[config.mk]
export PLATFORM = sky130hd
export DESIGN_NAME = text_console_flat
export DESIGN_NICKNAME = d
export VERILOG_FILES = /design/src/rtl/text_console_if.sv /design/src/rtl/text_console.sv /design/src/flat_wrapper.sv
export SDC_FILE = /design/constraint.sdc
export NUM_CORES = 1
export LEC_CHECK = 0
export BUFFER_PORTS_ARGS = -buffer_cell sky130_fd_sc_hd__buf_4
export CORE_MARGIN = 2
export CORE_UTILIZATION = 35
export CTS_CLUSTER_DIAMETER = 80
export DETAILED_ROUTE_END_ITERATION = 12
export SLEW_MARGIN = 20
export SYNTH_ARGS = -nofsm -noshare
export SYNTH_HDL_FRONTEND = slang
export SYNTH_SLANG_ARGS = --single-unit
[constraint.sdc]
create_clock -name clk -period 3.45 [get_ports clk]
set_input_delay 0.5175 -clock clk [delete_from_list [all_inputs] [get_ports clk]]
set_output_delay 0.5175 -clock clk [all_outputs]
set_load 0.005 [all_outputs]
[src/rtl/text_console_if.sv]
// text_console_if: byte stream from the CPU plus the character RAM write port
// and cursor address going to graphics_card.
//   char_data/char_valid/char_ready : CPU byte handshake
//   vram_we/vram_addr/vram_data     : single-port character RAM write
//   cursor_addr                     : current cursor, row*COLS + col
// Modports: master = CPU/consumer side, slave = text_console.
interface text_console_if #(
  parameter int unsigned ADDR_W = 12
) ();
  logic [7:0]        char_data;
  logic              char_valid;
  logic              char_ready;
  logic              vram_we;
  logic [ADDR_W-1:0] vram_addr;
  logic [7:0]        vram_data;
  logic [ADDR_W-1:0] cursor_addr;

  modport master (
    output char_data, char_valid,
    input  char_ready, vram_we, vram_addr, vram_data, cursor_addr
  );

  modport slave (
    input  char_data, char_valid,
    output char_ready, vram_we, vram_addr, vram_data, cursor_addr
  );
endinterface

[src/rtl/text_console.sv]
// text_console: character-stream front end for graphics_card in ASCII mode.
// Accepts bytes over a valid/ready handshake, keeps a (row, col) cursor and
// turns printable characters and LF/CR/BS/FF into character RAM writes.
// Ports:
//   clk  : system clock
//   rst  : asynchronous active-low reset
//   bus  : text_console_if.slave (byte handshake, RAM write port, cursor)
// Optional feature: define TEXT_CONSOLE_ROW_CLEAR_EN to blank each new row
// on every row advance (LF or line wrap).
module text_console #(
  parameter int unsigned COLS   = 80,
  parameter int unsigned ROWS   = 30,
  parameter int unsigned ADDR_W = $clog2(COLS * ROWS)
) (
  input logic           clk,
  input logic           rst,
  text_console_if.slave bus
);

  localparam int unsigned Total = COLS * ROWS;
  localparam int unsigned ColW  = (COLS > 1) ? $clog2(COLS) : 1;
  localparam int unsigned RowW  = (ROWS > 1) ? $clog2(ROWS) : 1;
  // One extra count value marks the idle cycle after the last clear write.
  localparam int unsigned CntW  = $clog2(Total + 1);

  typedef enum logic [1:0] {
    StClearAll,
    StIdle
`ifdef TEXT_CONSOLE_ROW_CLEAR_EN
    , StClearRow
`endif
  } state_e;

  state_e            state_q, state_d;
  logic [RowW-1:0]   row_q, row_d, row_next;
  logic [ColW-1:0]   col_q, col_d;
  logic [CntW-1:0]   cnt_q, cnt_d;
  logic              we_q, we_d;
  logic [ADDR_W-1:0] addr_q, addr_d;
  logic [7:0]        data_q, data_d;
  logic [ADDR_W-1:0] cur_addr;
  logic              row_adv;
  logic [7:0]        b;

  assign b        = bus.char_data;
  assign cur_addr = ADDR_W'(32'(row_q) * COLS + 32'(col_q));
  assign row_next = (row_q == RowW'(ROWS - 1)) ? '0 : row_q + RowW'(1);

  always_comb begin
    state_d = state_q;
    row_d   = row_q;
    col_d   = col_q;
    cnt_d   = cnt_q;
    we_d    = 1'b0;
    addr_d  = addr_q;
    data_d  = data_q;
    row_adv = 1'b0;

    unique case (state_q)
      StClearAll: begin
        if (cnt_q == CntW'(Total)) begin
          state_d = StIdle;
          cnt_d   = '0;
        end else begin
          we_d   = 1'b1;
          addr_d = ADDR_W'(cnt_q);
          data_d = 8'h20;
          cnt_d  = cnt_q + CntW'(1);
        end
      end
`ifdef TEXT_CONSOLE_ROW_CLEAR_EN
      StClearRow: begin
        // row_q already holds the new row.
        if (cnt_q == CntW'(COLS)) begin
          state_d = StIdle;
          cnt_d   = '0;
        end else begin
          we_d   = 1'b1;
          addr_d = ADDR_W'(32'(row_q) * COLS + 32'(cnt_q));
          data_d = 8'h20;
          cnt_d  = cnt_q + CntW'(1);
        end
      end
`endif
      StIdle: begin
        if (bus.char_valid) begin
          if (b inside {[8'h20:8'h7E]}) begin
            we_d   = 1'b1;
            addr_d = cur_addr;
            data_d = b;
            if (col_q == ColW'(COLS - 1)) row_adv = 1'b1;
            else                          col_d   = col_q + ColW'(1);
          end else begin
            case (b)
              8'h0A: row_adv = 1'b1;
              8'h0D: col_d   = '0;
              8'h08: begin
                // BS stays on the current row; no-op at column 0.
                if (col_q != '0) begin
                  col_d  = col_q - ColW'(1);
                  we_d   = 1'b1;
                  addr_d = cur_addr - ADDR_W'(1);
                  data_d = 8'h20;
                end
              end
              8'h0C: begin
                row_d   = '0;
                col_d   = '0;
                cnt_d   = '0;
                state_d = StClearAll;
              end
              default: ;
            endcase
          end
        end
      end
      default: state_d = StClearAll;
    endcase

    if (row_adv) begin
      row_d = row_next;
      col_d = '0;
`ifdef TEXT_CONSOLE_ROW_CLEAR_EN
      cnt_d   = '0;
      state_d = StClearRow;
`endif
    end
  end

  always_ff @(posedge clk or negedge rst) begin
    if (!rst) begin
      state_q <= StClearAll;
      row_q   <= '0;
      col_q   <= '0;
      cnt_q   <= '0;
      we_q    <= 1'b0;
      addr_q  <= '0;
      data_q  <= 8'h00;
    end else begin
      state_q <= state_d;
      row_q   <= row_d;
      col_q   <= col_d;
      cnt_q   <= cnt_d;
      we_q    <= we_d;
      addr_q  <= addr_d;
      data_q  <= data_d;
    end
  end

  assign bus.char_ready  = (state_q == StIdle);
  assign bus.vram_we     = we_q;
  assign bus.vram_addr   = addr_q;
  assign bus.vram_data   = data_q;
  assign bus.cursor_addr = cur_addr;

endmodule

[src/flat_wrapper.sv]
// flat-port wrapper written by rule: the top's interface ports become plain ports
module text_console_flat 
#(
  parameter int unsigned COLS   = 80,
  parameter int unsigned ROWS   = 30,
  parameter int unsigned ADDR_W = $clog2(COLS * ROWS)
)
  (clk, rst, bus_char_data, bus_char_valid, bus_char_ready, bus_vram_we, bus_vram_addr, bus_vram_data, bus_cursor_addr);
  text_console_if #(.ADDR_W(ADDR_W)) bus_i ();
  input logic clk;
  input logic rst;
  input wire logic [$bits(bus_i.char_data)-1:0] bus_char_data;
  input wire logic [$bits(bus_i.char_valid)-1:0] bus_char_valid;
  output wire logic [$bits(bus_i.char_ready)-1:0] bus_char_ready;
  output wire logic [$bits(bus_i.vram_we)-1:0] bus_vram_we;
  output wire logic [$bits(bus_i.vram_addr)-1:0] bus_vram_addr;
  output wire logic [$bits(bus_i.vram_data)-1:0] bus_vram_data;
  output wire logic [$bits(bus_i.cursor_addr)-1:0] bus_cursor_addr;
  assign bus_i.char_data = bus_char_data;
  assign bus_i.char_valid = bus_char_valid;
  assign bus_char_ready = bus_i.char_ready;
  assign bus_vram_we = bus_i.vram_we;
  assign bus_vram_addr = bus_i.vram_addr;
  assign bus_vram_data = bus_i.vram_data;
  assign bus_cursor_addr = bus_i.cursor_addr;
  text_console #(.COLS(COLS), .ROWS(ROWS), .ADDR_W(ADDR_W)) u_core (.clk(clk), .rst(rst), .bus(bus_i));
endmodule
# Word level (Yosys, flattened, before mapping)
# Cells that the tools add are included.
[totals] register_bits=47 latch_bits=0 ram_bits=0 rom_bits=0 in_bits=11 out_inout_bits=34 wordCells=94 n_memories=0
[op_classes] addsub=6 multipliers=1 div_mod_pow=0 order_cmp=2 n_eq_ne=18 shifts=0 n_mux=46 bitwise_logic=0 reduce_logical=14
[ops] cell="12-bit 2-to-1 mux" count=9
[ops] cell="12-bit case mux with 2 select lines" count=2
[ops] cell="7-bit 2-to-1 mux" count=6
[ops] cell="8-bit 2-to-1 mux" count=5
[ops] cell="8-bit by 4-bit equality test with 1-bit output, second input constant" count=4
[ops] cell="5-bit 2-to-1 mux" count=6
[ops] cell="8-bit case mux with 2 select lines" count=1
[ops] cell="7-bit case mux with 2 select lines" count=1
[ops] cell="12-bit by 1-bit adder with 12-bit output, second input constant" count=1
[ops] cell="12-bit by 7-bit adder with 12-bit output" count=1
[ops] cell="12-bit equality test, second input constant" count=1
[ops] cell="4-bit AND reduction" count=3
[ops] cell="12-bit by 1-bit subtractor with 12-bit output, second input constant" count=1
[ops] cell="1-bit 2-to-1 mux" count=10
[ops] cell="5-bit AND reduction" count=2
[ops] cell="8-bit by 6-bit greater-or-equal comparator with 1-bit output, second input constant" count=1
[ops] cell="8-bit by 7-bit <= comparator with 1-bit output, second input constant" count=1
[ops] cell="5-bit by 3-bit multiplier with 8-bit output, second input constant" count=1
[ops] cell="2-bit 2-to-1 mux" count=4
[ops] cell="2-bit nonzero test" count=4
[ops] cell="7-bit by 1-bit adder with 7-bit output, second input constant" count=1
[ops] cell="7-bit equality test, second input constant" count=1
[ops] cell="7-bit nonzero test" count=1
[ops] cell="7-bit by 1-bit subtractor with 7-bit output, second input constant" count=1
[ops] cell="other kinds (14)" count=19

# Logic depth before layout (Yosys ltp)
# Gate-level depths: netlist (run 1).
[logic_depth] depth_word=8 mapped_depth=9 depth_no_buf=9

# Worst setup path after synthesis (run 1)
# OpenSTA, ideal clock, no wires.
[synth_timing] kind="register to register" start="register u_core.row_q[1]" end="register u_core.addr_q[9], in the netlist u_core.bus.vram_addr[9]" setup_time_ps=64 arrival_ps=2805 required_time_ps=3386 setup_slack_ps=580 stages_incl_launch_ff=10 path_buffers=0 period_less_slack_ps=2870 cell_sequence="dfrtp_1 -> ha_1 -> ha_1 -> fa_1 -> nand2_1 -> nor3_1 -> xor2_1 -> or4_1 -> a31oi_1 -> mux2_2"
[synth_via] elab_chain_cells=8
[synth_rtl] item="start, declared" line="text_console.sv:35" source="logic [RowW-1:0] row_q, row_d, row_next;"
[synth_rtl] item="start signal, assigned" line="text_console.sv:141" source="row_q <= row_d;"
[synth_rtl] item="5-bit by 3-bit multiplier with 8-bit output (*)" line="text_console.sv:46" source="assign cur_addr = ADDR_W'(32'(row_q) * COLS + 32'(col_q));"
[synth_rtl] item="12-bit by 7-bit adder with 12-bit output (*)" line="text_console.sv:46"
[synth_rtl] item="via bus_cursor_addr[9]" line="flat_wrapper.sv:18" source="output wire logic [$bits(bus_i.cursor_addr)-1:0] bus_cursor_addr;"
[synth_rtl] item="12-bit by 1-bit subtractor with 12-bit output" line="text_console.sv:102" source="addr_d = cur_addr - ADDR_W'(1);"
[synth_rtl] item="12-bit 2-to-1 mux" line="text_console.sv:99" source="if (col_q != '0) begin"
[synth_rtl] item="12-bit 2-to-1 mux" line="text_console.sv:94" source="case (b)"
[synth_rtl] item="12-bit 2-to-1 mux (*)" line="text_console.sv:87" source="if (b inside {[8'h20:8'h7E]}) begin"
[synth_rtl] item="12-bit 2-to-1 mux (*)" line="text_console.sv:86" source="if (bus.char_valid) begin"
[synth_rtl] item="12-bit case mux with 2 select lines (*)" line="text_console.sv:59" source="unique case (state_q)"
[synth_rtl] item="end signal, assigned" line="text_console.sv:145" source="addr_q <= addr_d;"
[synth_rtl] item="end, declared" line="text_console.sv:39" source="logic [ADDR_W-1:0] addr_q, addr_d;"
# Mark *: on every way through the listed nets, which the timed path passes. The rest lies on a longest branch. The select of a mux whose other input is x is not followed.
# A chain may end at the register's enable or synchronous reset.

# Worst setup path in the final report (run 1)
[layout_timing] start="register u_core.row_q[1]" end="output bus_cursor_addr[10]"
[layout_via] elab_chain_cells=2
[layout_rtl] item="5-bit by 3-bit multiplier with 8-bit output" line="text_console.sv:46"
[layout_rtl] item="12-bit by 7-bit adder with 12-bit output" line="text_console.sv:46"
[layout_rtl] item="end, declared" line="flat_wrapper.sv:18"
# Every way passes these cells.

==> reports/metrics.csv, run 1 <==
stage;metric;value;unit
status;status;finished clean;
floorplan;die_y;99.0;microns
final_layout;final_common_cell;buf_4;
critical_path;cp.required;2930;ps
place;dpl.hpwl;5880;microns
place;port_buffers;44;
cts;numCtsBuffers;5;
sta;fin_crit;3260;ps
final_layout;synthToLayoutAreaGrowth;16.3;%
route;drtPass1Iterations;4;
sta;slew_violations;0;
power;leakage;1.64;nW
synthesis;ys_ff_latch;46;
synthesis;avgSynthCellArea;8.55;sq um
critical_path;cp_num_cells;7;
final_layout;final_cell_mix;buf_4 (49), dfrtp_1 (46), nor2_1 (38);
cts;clock-root-buffer;clkbuf_8;
power;switching_share;0.414;
route;finalWirelength;7930;microns
final_layout;stdcell_count;516;
global_route;grt_antenna_before_repair;0;
floorplan;die_x;99.0;microns
global_route;first_global_vias;2686;
route;initialDrtViolationCount;130;
power;ir_worst_vdd;0.275;mV
route;drtAntennaViolNets;0;
power;clkPwrFrac;0.148;
critical_path;r2r-start;u_core.row_q[1];
global_route;grt_usage;0.165;
place;dpl_cell_area;3580;sq um
critical_path;reg2regPathDepth;9;
sta;fin_setup_tns;0;ps
worst_hold_path;hp-class;in -> async;
sta;holdWs;207;ps
sta;rsz0062_at_grt;false;
global_route;grt_pass1_wl;13300;microns
sta;fin_skew;6.31;ps
synthesis;synth_async_sr_flop_share;1.00;
critical_path;r2r_setup_slack;500;ps
place;dp.cells;508;
critical_path;crit_path_end_kind;primary output;
floorplan;io_pins;45;
critical_path;crit_end;bus_cursor_addr[10];
sta;fmax;307;MHz
sta;period_share;0.945;
synthesis;synthDistinctLibCells;56;
sta;setup_viol_count_final;0;
cts;cts_tree;built;
critical_path;path_max_fanout;7;
global_route;grt_overflow_total;0;
power;p_comb_frac;0.473;
final_layout;final_area;3670;sq um
sta;hold_violations;0;
synthesis;synth_edf_count;0;
critical_path;cpMaxStageDelayCell;dfrtp_1;
final_layout;antenna_cells;0;
power;p_total;2.28;mW
critical_path;crit_chain;ha_1 -> ha_1 -> fa_1 -> xor2_1 -> nand3_1 -> xor2_1 -> buf_4;
cts;clk_pin_slew;90;ps
floorplan;initial_core_util;0.362;
cts;clock_sinks;46;
synthesis;ys_warn_count;0;
critical_path;critPathBufInv;1;
final_layout;drive_gt1_frac;0.181;
critical_path;crit_type;reg -> out;
synthesis;seq_area_frac_synth;0.365;
sta;relSlewSlack;0.396;
critical_path;cp.arrival;2740;ps
critical_path;worst_r2r_endpoint;u_core.bus.vram_addr[9];
critical_path;slowest_delay;460;ps
floorplan;rows;34;
global_route;grt_max_degree;47;
cts;holdBufCountCts;0;
route;via_count;2833;
power;cell_internal_pwr;1.34;mW
synthesis;syn_area;3160;sq um
final_layout;nets;436;
synthesis;syn_inst;369;
cts;cts_max_path_buffers;2;
critical_path;start_kind;flop;
cts;clkLatencyLatePin;300;ps
sta;worst_pin_slew;902;ps
critical_path;path_delay_family;adder cells;
floorplan;die-area;9790;sq um
power;p_switching;0.944;mW
floorplan;core_area;8720;sq um
synthesis;syn_nets;398;
place;routabilityCongestion;0.813;
synthesis;synth-main-ff-cell;dfrtp_1;
flow_run;drv_cap;0;
power;p_seq_frac;0.379;
route;viasPerCell;5.49;
route;routedWlPerCell;15.4;microns
cts;htreeDepth;2;
route;drc_errors;0;
critical_path;crit_start;u_core.row_q[1];
power;p_per_area;622;nW/um^2
routing by layer:
layer / up-vias / share of wire / global-route usage
li1: 1422 / - / -
met1: 1367 / 0.47 / 0.224
met2: 38 / 0.49 / 0.271
met3: 6 / 0.027 / 0.0305
met4: 0 / 0.012 / 0.0443
met5: - / 0 / 0
power groups by stage:
stage / registers, mW / clock network (mW) / logic (mW)
after floorplan: 0.817 / 0 / 0.704
after global placement: 0.872 / 0 / 1.06
after detailed placement: 0.875 / 0 / 1.06
after CTS: 0.865 / 0.356 / 1.08
after global routing: 0.898 / 0.373 / 1.20
final: 0.866 / 0.338 / 1.08
synthesized netlist by cell type (2+ instances only):
master	number	area share
nor3_1	11	0.017
and2_1	2	0.0040
and4b_1	2	0.0063
o21ai_0	37	0.059
inv_1	19	0.023
a31o_2	2	0.0056
a21o_1	2	0.0048
clkbuf_1	10	0.012
nand2_1	30	0.036
and3_1	7	0.014
or2_2	3	0.0059
nor4_1	5	0.0099
mux2_2	7	0.025
a211oi_1	3	0.0071
ha_1	16	0.063
buf_2	3	0.0048
o22ai_1	4	0.0079
a21oi_1	19	0.030
o31ai_1	9	0.021
xor2_1	9	0.025
or4_1	2	0.0048
fa_1	2	0.013
o21bai_1	3	0.0071
dfrtp_1	46	0.36
buf_4	4	0.0095
and2_0	2	0.0040
xnor2_1	6	0.017
a31oi_1	5	0.0099
or3_1	4	0.0079
mux2i_1	3	0.0095
nor2_1	38	0.045
a41oi_1	3	0.0083
o31a_1	2	0.0056
o21a_1	3	0.0071
nand4_1	6	0.012
nand3_1	17	0.027
a22o_1	4	0.011
sequential cells by signal, indices dropped and copies added, names as in the netlist:
signal                cells
u_core.row_q              5
u_core.state_q            1
u_core.bus.vram_addr     12
u_core.bus.vram_data      8
u_core.bus.vram_we        1
u_core.col_q              7
u_core.cnt_q             12
per-stage QoR:
stage / util / worst slack [ps]
after floorplan: - / 580
after global placement: 0.410 / 489
after detailed placement: 0.410 / 413
after CTS: 0.420 / 123
after global routing: 0.421 / 22.5
final: 0.421 / 191
timing repair:
action | 4_1_cts | 5_1_grt
resized for setup | 0 | 1
buffers inserted | 0 | 0
setup endpoints to repair | 0 | 1
hold endpoints to repair | 0 | 0
how the worst min path moves through the flow:
stage / startpoint / to / depth (start not counted)
floorplan: rst / u_core.bus.vram_addr[0] / 0
global placement: u_core.bus.vram_addr[4] / u_core.bus.vram_addr[4] / 1
detailed placement: u_core.bus.vram_addr[4] / u_core.bus.vram_addr[4] / 1
CTS: rst / u_core.bus.vram_addr[7] / 1
global route: rst / u_core.cnt_q[8] / 1
finish: rst / u_core.bus.vram_addr[7] / 1
logic make-up after synthesis:
kind of cell             after synthesis  synth area share
multiplexers                          10            0.0345
AND/OR/NAND/NOR                      134             0.207
adder cells (fa/ha/maj)               18            0.0761
AO/OA/AOI/OAI                        108             0.219
flip-flops                            46             0.365
XOR/XNOR                              16            0.0488
buffers and inverters                 37            0.0500
area by class of cell:
cell class | instances | area [sq um]
Clock buffer | 5 | 68.8
Clock inverter | 3 | 21.3
Timing Repair Buffer | 49 | 368
Sequential cell | 46 | 1150
Multi-Input combinational cell | 286 | 1860
Inverter | 19 | 71.3
Fill cell | 880 | 5050
Tap cell | 108 | 135
Note: power is estimated with default switching activity, not from simulation.
==> run 2: changes to the inputs <==
Clock period 3.45 ns to 3.58 ns, I/O delays scaled along.
==> run 2 against run 1 <==
- total power shrank 3.8%
- non-clock buffer count grew 1
- routed wire length is essentially flat
- sequential power shrank 3.5%
- worst hold slack gained 25 ps
- global-route usage shrank 0.16 points
- critical path depth grew 2
- cell area is essentially flat
- largest power group unchanged
- highest routed layer unchanged
==> reports/metrics.csv, run 2 (synthesized netlist as in run 1, its figures left out) <==
stage;metric;value;unit;change
critical_path;slowest_delay;580;ps;was 460 ps
critical_path;critPathBufInv;2;;was 1
global_route;grt_usage;0.163;;was 0.165
sta;setup_slack;250;ps;was 191 ps
floorplan;die_y;99.0;microns;unchanged
sta;fin_skew;5.88;ps;was 6.31 ps
cts;clk_pin_slew;90;ps;about the same
cts;clock-root-buffer;clkbuf_8;;unchanged
flow_run;drv_cap;0;;unchanged
critical_path;crit_path_end_kind;primary output;;unchanged
status;status;finished clean;;unchanged
critical_path;worst_r2r_endpoint;u_core.bus.vram_addr[9];;unchanged
final_layout;final_area;3670;sq um;about the same
cts;cts_resized;0;;unchanged
sta;fin_setup_tns;0;ps;unchanged
floorplan;die_x;99.0;microns;unchanged
power;p_per_area;598;nW/um^2;was 622 nW/um^2
sta;setup_viol_count_final;0;;unchanged
route;drc_errors;0;;unchanged
route;drtPass1Iterations;5;;was 4
final_layout;drive_gt1_frac;0.181;;about the same
cts;clock_sinks;46;;unchanged
floorplan;initial_core_util;0.362;;unchanged
route;initialDrtViolationCount;92;;was 130
route;drtAntennaViolNets;0;;unchanged
cts;cts_tree;built;;unchanged
global_route;grt_max_degree;47;;unchanged
sta;period_share;0.930;;
floorplan;core_area;8720;sq um;unchanged
final_layout;final_common_cell;buf_4;;unchanged
critical_path;crit_type;reg -> out;;unchanged
cts;numCtsBuffers;5;;unchanged
power;leakage;1.64;nW;about the same
critical_path;path_max_fanout;6;;was 7
sta;relSlewSlack;0.410;;was 0.396
place;dpl_cell_area;3580;sq um;about the same
route;finalWirelength;7920;microns;was 7930 microns
cts;htreeDepth;2;;unchanged
global_route;grt_antenna_before_repair;0;;unchanged
critical_path;cp.required;3040;ps;was 2930 ps
floorplan;die-area;9790;sq um;unchanged
place;port_buffers;44;;unchanged
route;routedWlPerCell;15.3;microns;was 15.4 microns
place;preCtsSetupSlack;525;ps;was 413 ps
floorplan;io_pins;45;;unchanged
critical_path;start_kind;flop;;unchanged
cts;postCtsSetupBuffers;0;;unchanged
critical_path;path_delay_family;adder cells;;unchanged
final_layout;final_cell_mix;buf_4 (50), dfrtp_1 (46), nor2_1 (38);;was buf_4 (49), dfrtp_1 (46), nor2_1 (38)
critical_path;r2r-start;u_core.row_q[1];;unchanged
sta;fin_crit;3330;ps;
final_layout;synthToLayoutAreaGrowth;16.4;%;was 16.3%
place;dpl.hpwl;5880;microns;about the same
sta;slew_violations;0;;unchanged
critical_path;crit_chain;ha_1 -> ha_1 -> fa_1 -> nand2_1 -> nor3_1 -> nand2_1 -> o21a_1 -> inv_1 -> buf_4;;was ha_1 -> ha_1 -> fa_1 -> xor2_1 -> nand3_1 -> xor2_1 -> buf_4
sta;fmax;300;MHz;
critical_path;reg2regPathDepth;9;;unchanged
power;ir_worst_vdd;0.221;mV;was 0.275 mV
cts;cts_max_path_buffers;2;;unchanged
final_layout;nets;437;;was 436
cts;holdBufCountCts;0;;unchanged
global_route;first_global_vias;2633;;was 2686
critical_path;r2r_setup_slack;520;ps;was 500 ps
cts;clkLatencyLatePin;300;ps;about the same
critical_path;cp.arrival;2790;ps;was 2740 ps
final_layout;antenna_cells;0;;unchanged
final_layout;stdcell_count;517;;was 516
place;dp.cells;509;;was 508
worst_hold_path;hp-class;in -> async;;unchanged
sta;rsz0062_at_grt;false;;unchanged
route;viasPerCell;5.49;;about the same
floorplan;rows;34;;unchanged
global_route;grt_overflow_total;0;;unchanged
place;routabilityCongestion;0.769;;was 0.813
critical_path;cpMaxStageDelayCell;fa_1;;was dfrtp_1
global_route;grt_pass1_wl;13100;microns;was 13300 microns
sta;hold_violations;0;;unchanged
sta;worst_pin_slew;881;ps;was 902 ps
route;via_count;2836;;was 2833
[run 2: changes by cell type in the layout (fill, tap and decap cells not counted), sizes merged]
cell / previous run / this run
buf: 49 / 50
[run 2: report_power, final]
| group | total [mW] | switching, mW | internal (mW) |
|---|---|---|---|
| Clock | 0.330 | 0.192 | 0.138 |
| Sequential | 0.836 | 0.178 | 0.658 |
| Combinational | 1.03 | 0.536 | 0.494 |
| Total | 2.20 | 0.907 | 1.29 |
[run 2: worst register-to-register path, delay by kind of cell (launching register included)]
family	cells	cell delay, ps
mux	1	160
simple gates	3	900
compound gates	1	170
xor+xnor	1	160
fa+ha+maj	3	1130
flops	1	460
[run 2: per-stage QoR]
step / total power [mW] / hold WS, ps / util
floorplan: 1.47 / 241 / -
global placement: 1.86 / 491 / 0.411
detailed placement: 1.87 / 499 / 0.411
CTS: 2.22 / 257 / 0.421
global route: 2.37 / 270 / 0.421
finish: 2.20 / 233 / 0.421
[run 2: area by class of cell]
| class | instances | area [sq um] |
|---|---|---|
| Fill cell | 896 | 5050 |
| Multi-Input combinational cell | 286 | 1850 |
| Sequential cell | 46 | 1150 |
| Timing Repair Buffer | 50 | 375 |
| Tap cell | 108 | 135 |
| Inverter | 19 | 71.3 |
| Clock buffer | 5 | 68.8 |
| Clock inverter | 3 | 21.3 |
[run 2: worst max-delay path by stage]
stage | startpoint | to | slack, ps | cells after the start
after floorplan | u_core.row_q[1] | u_core.bus.vram_addr[9] | 710 | 9
after global placement | u_core.row_q[1] | u_core.bus.vram_addr[9] | 620 | 9
after detailed placement | u_core.row_q[1] | u_core.bus.vram_addr[9] | 530 | 9
after CTS | u_core.row_q[1] | bus_cursor_addr[11] | 220 | 9
after global routing | u_core.row_q[1] | bus_cursor_addr[11] | 80 | 9
final | u_core.row_q[1] | bus_cursor_addr[11] | 250 | 9
[run 2: metal layers]
metal | track usage | vias to the layer above | part of all wire | routed length [microns]
li1 | - | 1416 | - | -
met1 | 0.226 | 1359 | 0.47 | 3690
met2 | 0.268 | 53 | 0.49 | 3900
met3 | 0.0270 | 8 | 0.033 | 260
met4 | 0.0411 | 0 | 0.0093 | 74
met5 | 0 | - | 0 | 0
==> run 3: changes to the inputs <==
Settings changed: CTS_CLUSTER_DIAMETER 80 to unset.
Clock period 3.58 ns to 4.3 ns, I/O delays scaled along.
==> run 3 against run 2 <==
- global-route usage is 0.081 points lower
- flip-flop and latch count stayed put
- non-clock buffer count shrank 5
- clock power rose by 2%
- clock skew rose by 8.4 ps
- sequential share of layout area grew 0.13 points
- cell area shrank 0.41%
- first-iteration DRC count up 17%
- final cell count down 0.97%
- total power shrank 14%
- critical path type unchanged
- critical endpoint unchanged
- largest cell class unchanged
- highest routed layer unchanged
==> reports/metrics.csv, run 3 (synthesized netlist as in run 1, its figures left out) <==
stage;metric;value;unit;change
sta;period_share;0.789;;
critical_path;start_kind;flop;;unchanged
sta;fmax;295;MHz;
critical_path;cp_num_cells;9;;unchanged
critical_path;cp.arrival;2750;ps;was 2790 ps
final_layout;drive_gt1_frac;0.171;;was 0.181
critical_path;crit_end;bus_cursor_addr[11];;unchanged
cts;clock-root-buffer;clkbuf_8;;unchanged
critical_path;cp.required;3650;ps;was 3040 ps
status;status;finished clean;;unchanged
route;viasPerCell;5.57;;was 5.49
critical_path;critPathBufInv;2;;unchanged
route;finalWirelength;7960;microns;was 7920 microns
cts;clock_sinks;46;;unchanged
final_layout;synthToLayoutAreaGrowth;15.9;%;was 16.4%
final_layout;stdcell_count;512;;was 517
place;dpl.hpwl;5890;microns;was 5880 microns
global_route;grt_overflow_total;0;;unchanged
power;p_per_area;515;nW/um^2;was 598 nW/um^2
cts;clk_pin_slew;100;ps;was 90 ps
sta;holdWs;348;ps;was 233 ps
sta;worst_pin_slew;868;ps;was 881 ps
floorplan;initial_core_util;0.362;;unchanged
critical_path;crit_chain;ha_1 -> ha_1 -> fa_1 -> nand2_1 -> nor3_1 -> nand2_1 -> o21a_1 -> inv_1 -> buf_4;;unchanged
sta;fin_setup_tns;0;ps;unchanged
route;via_count;2854;;was 2836
critical_path;r2r-start;u_core.row_q[1];;unchanged
final_layout;post-route-util;0.420;;was 0.421
place;port_buffers;44;;unchanged
sta;setup_viol_count_final;0;;unchanged
sta;fin_skew;14.2;ps;was 5.88 ps
sta;hold_violations;0;;unchanged
sta;slew_violations;0;;unchanged
route;drtPass1Iterations;4;;was 5
route;drc_errors;0;;unchanged
critical_path;r2r_setup_slack;1290;ps;was 520 ps
critical_path;path_max_fanout;6;;unchanged
final_layout;antenna_cells;0;;unchanged
critical_path;cpMaxStageDelayCell;fa_1;;unchanged
floorplan;die_x;99.0;microns;unchanged
critical_path;crit_start;u_core.row_q[1];;unchanged
power;ir_worst_vdd;0.163;mV;was 0.221 mV
place;routabilityCongestion;0.810;;was 0.769
route;drtAntennaViolNets;0;;unchanged
global_route;grt_usage;0.163;;about the same
final_layout;nets;432;;was 437
critical_path;worst_r2r_endpoint;u_core.bus.vram_addr[9];;unchanged
sta;relSlewSlack;0.418;;was 0.410
global_route;grt_antenna_before_repair;0;;unchanged
sta;fin_crit;3390;ps;
critical_path;crit_type;reg -> out;;unchanged
floorplan;rows;34;;unchanged
cts;cts_resized;0;;unchanged
route;routedWlPerCell;15.5;microns;was 15.3 microns
cts;clkLatencyLatePin;300;ps;about the same
power;leakage;1.63;nW;was 1.64 nW
floorplan;io_pins;45;;unchanged
cts;cts_tree;built;;unchanged
critical_path;slowest_delay;590;ps;was 580 ps
cts;holdBufCountCts;0;;unchanged
worst_hold_path;hp-class;in -> async;;unchanged
floorplan;die-area;9790;sq um;unchanged
cts;numCtsBuffers;5;;unchanged
flow_run;drv_cap;0;;unchanged
sta;rsz0062_at_grt;false;;unchanged
critical_path;reg2regPathDepth;9;;unchanged
global_route;grt_pass1_wl;13100;microns;about the same
cts;postCtsSetupBuffers;0;;unchanged
global_route;first_global_vias;2667;;was 2633
floorplan;die_y;99.0;microns;unchanged
place;dp.cells;504;;was 509
global_route;grt_max_degree;47;;unchanged
final_layout;final_common_cell;dfrtp_1;;was buf_4
critical_path;crit_path_end_kind;primary output;;unchanged
final_layout;n_fill_cell;876;;was 896
floorplan;core_area;8720;sq um;unchanged
critical_path;path_delay_family;adder cells;;unchanged
route;initialDrtViolationCount;108;;was 92
cts;htreeDepth;2;;unchanged
cts;cts_max_path_buffers;2;;unchanged
final_layout;final_cell_mix;dfrtp_1 (46), buf_4 (45), nor2_1 (38);;was buf_4 (50), dfrtp_1 (46), nor2_1 (38)
[run 3: changes by cell type in the layout (fill, tap and decap cells not counted)]
cell        delta
buf_4          -5
bufinv_16      +1
clkinv_4       -1
clkinvlp_4     -1
inv_6          +1
[run 3: how the worst min path moves through the flow]
stage / slack [ps] / start / end
floorplan: 350 / rst / u_core.bus.vram_addr[0]
global placement: 490 / u_core.bus.vram_addr[5] / u_core.bus.vram_addr[5]
detailed placement: 500 / u_core.bus.vram_addr[5] / u_core.bus.vram_addr[5]
CTS: 370 / rst / u_core.bus.vram_addr[4]
global route: 400 / rst / u_core.cnt_q[5]
finish: 350 / rst / u_core.cnt_q[9]
[run 3: area by class of cell]
cell class,instances,area [sq um],share of cell area
clock buffer,5,68.8,0.0188
clock inverter,3,43.8,0.0120
inverter,19,71.3,0.0195
multi-input combinational,286,1850,0.506
sequential,46,1150,0.315
tap,108,135,0.0369
timing repair buffer,45,338,0.0923
[run 3: power by group]
| group | internal, mW | switching [mW] | leakage [nW] |
|---|---|---|---|
| clock | 0.175 | 0.160 | 0.0585 |
| combinational | 0.408 | 0.441 | 0.996 |
| sequential | 0.547 | 0.152 | 0.580 |
| total | 1.13 | 0.753 | 1.63 |
[run 3: metal layers]
metal / track usage / part of all wire / wire length [microns] / vias up
li1: - / - / - / 1407
met1: 0.225 / 0.46 / 3650 / 1388
met2: 0.269 / 0.50 / 3970 / 53
met3: 0.0277 / 0.035 / 275 / 6
met4: 0.0327 / 0.0072 / 57 / 0
met5: 0 / 0 / 0 / -
[run 3: stage by stage]
stage | power, mW | instance area, sq um | setup slack, ps
2_1_floorplan | 1.22 | 3160 | 1430
3_3_place_gp | 1.54 | 3550 | 1260
3_5_place_dp | 1.55 | 3550 | 1210
4_1_cts | 1.90 | 3660 | 876
5_1_grt | 2.03 | 3660 | 693
6_report | 1.88 | 3660 | 906
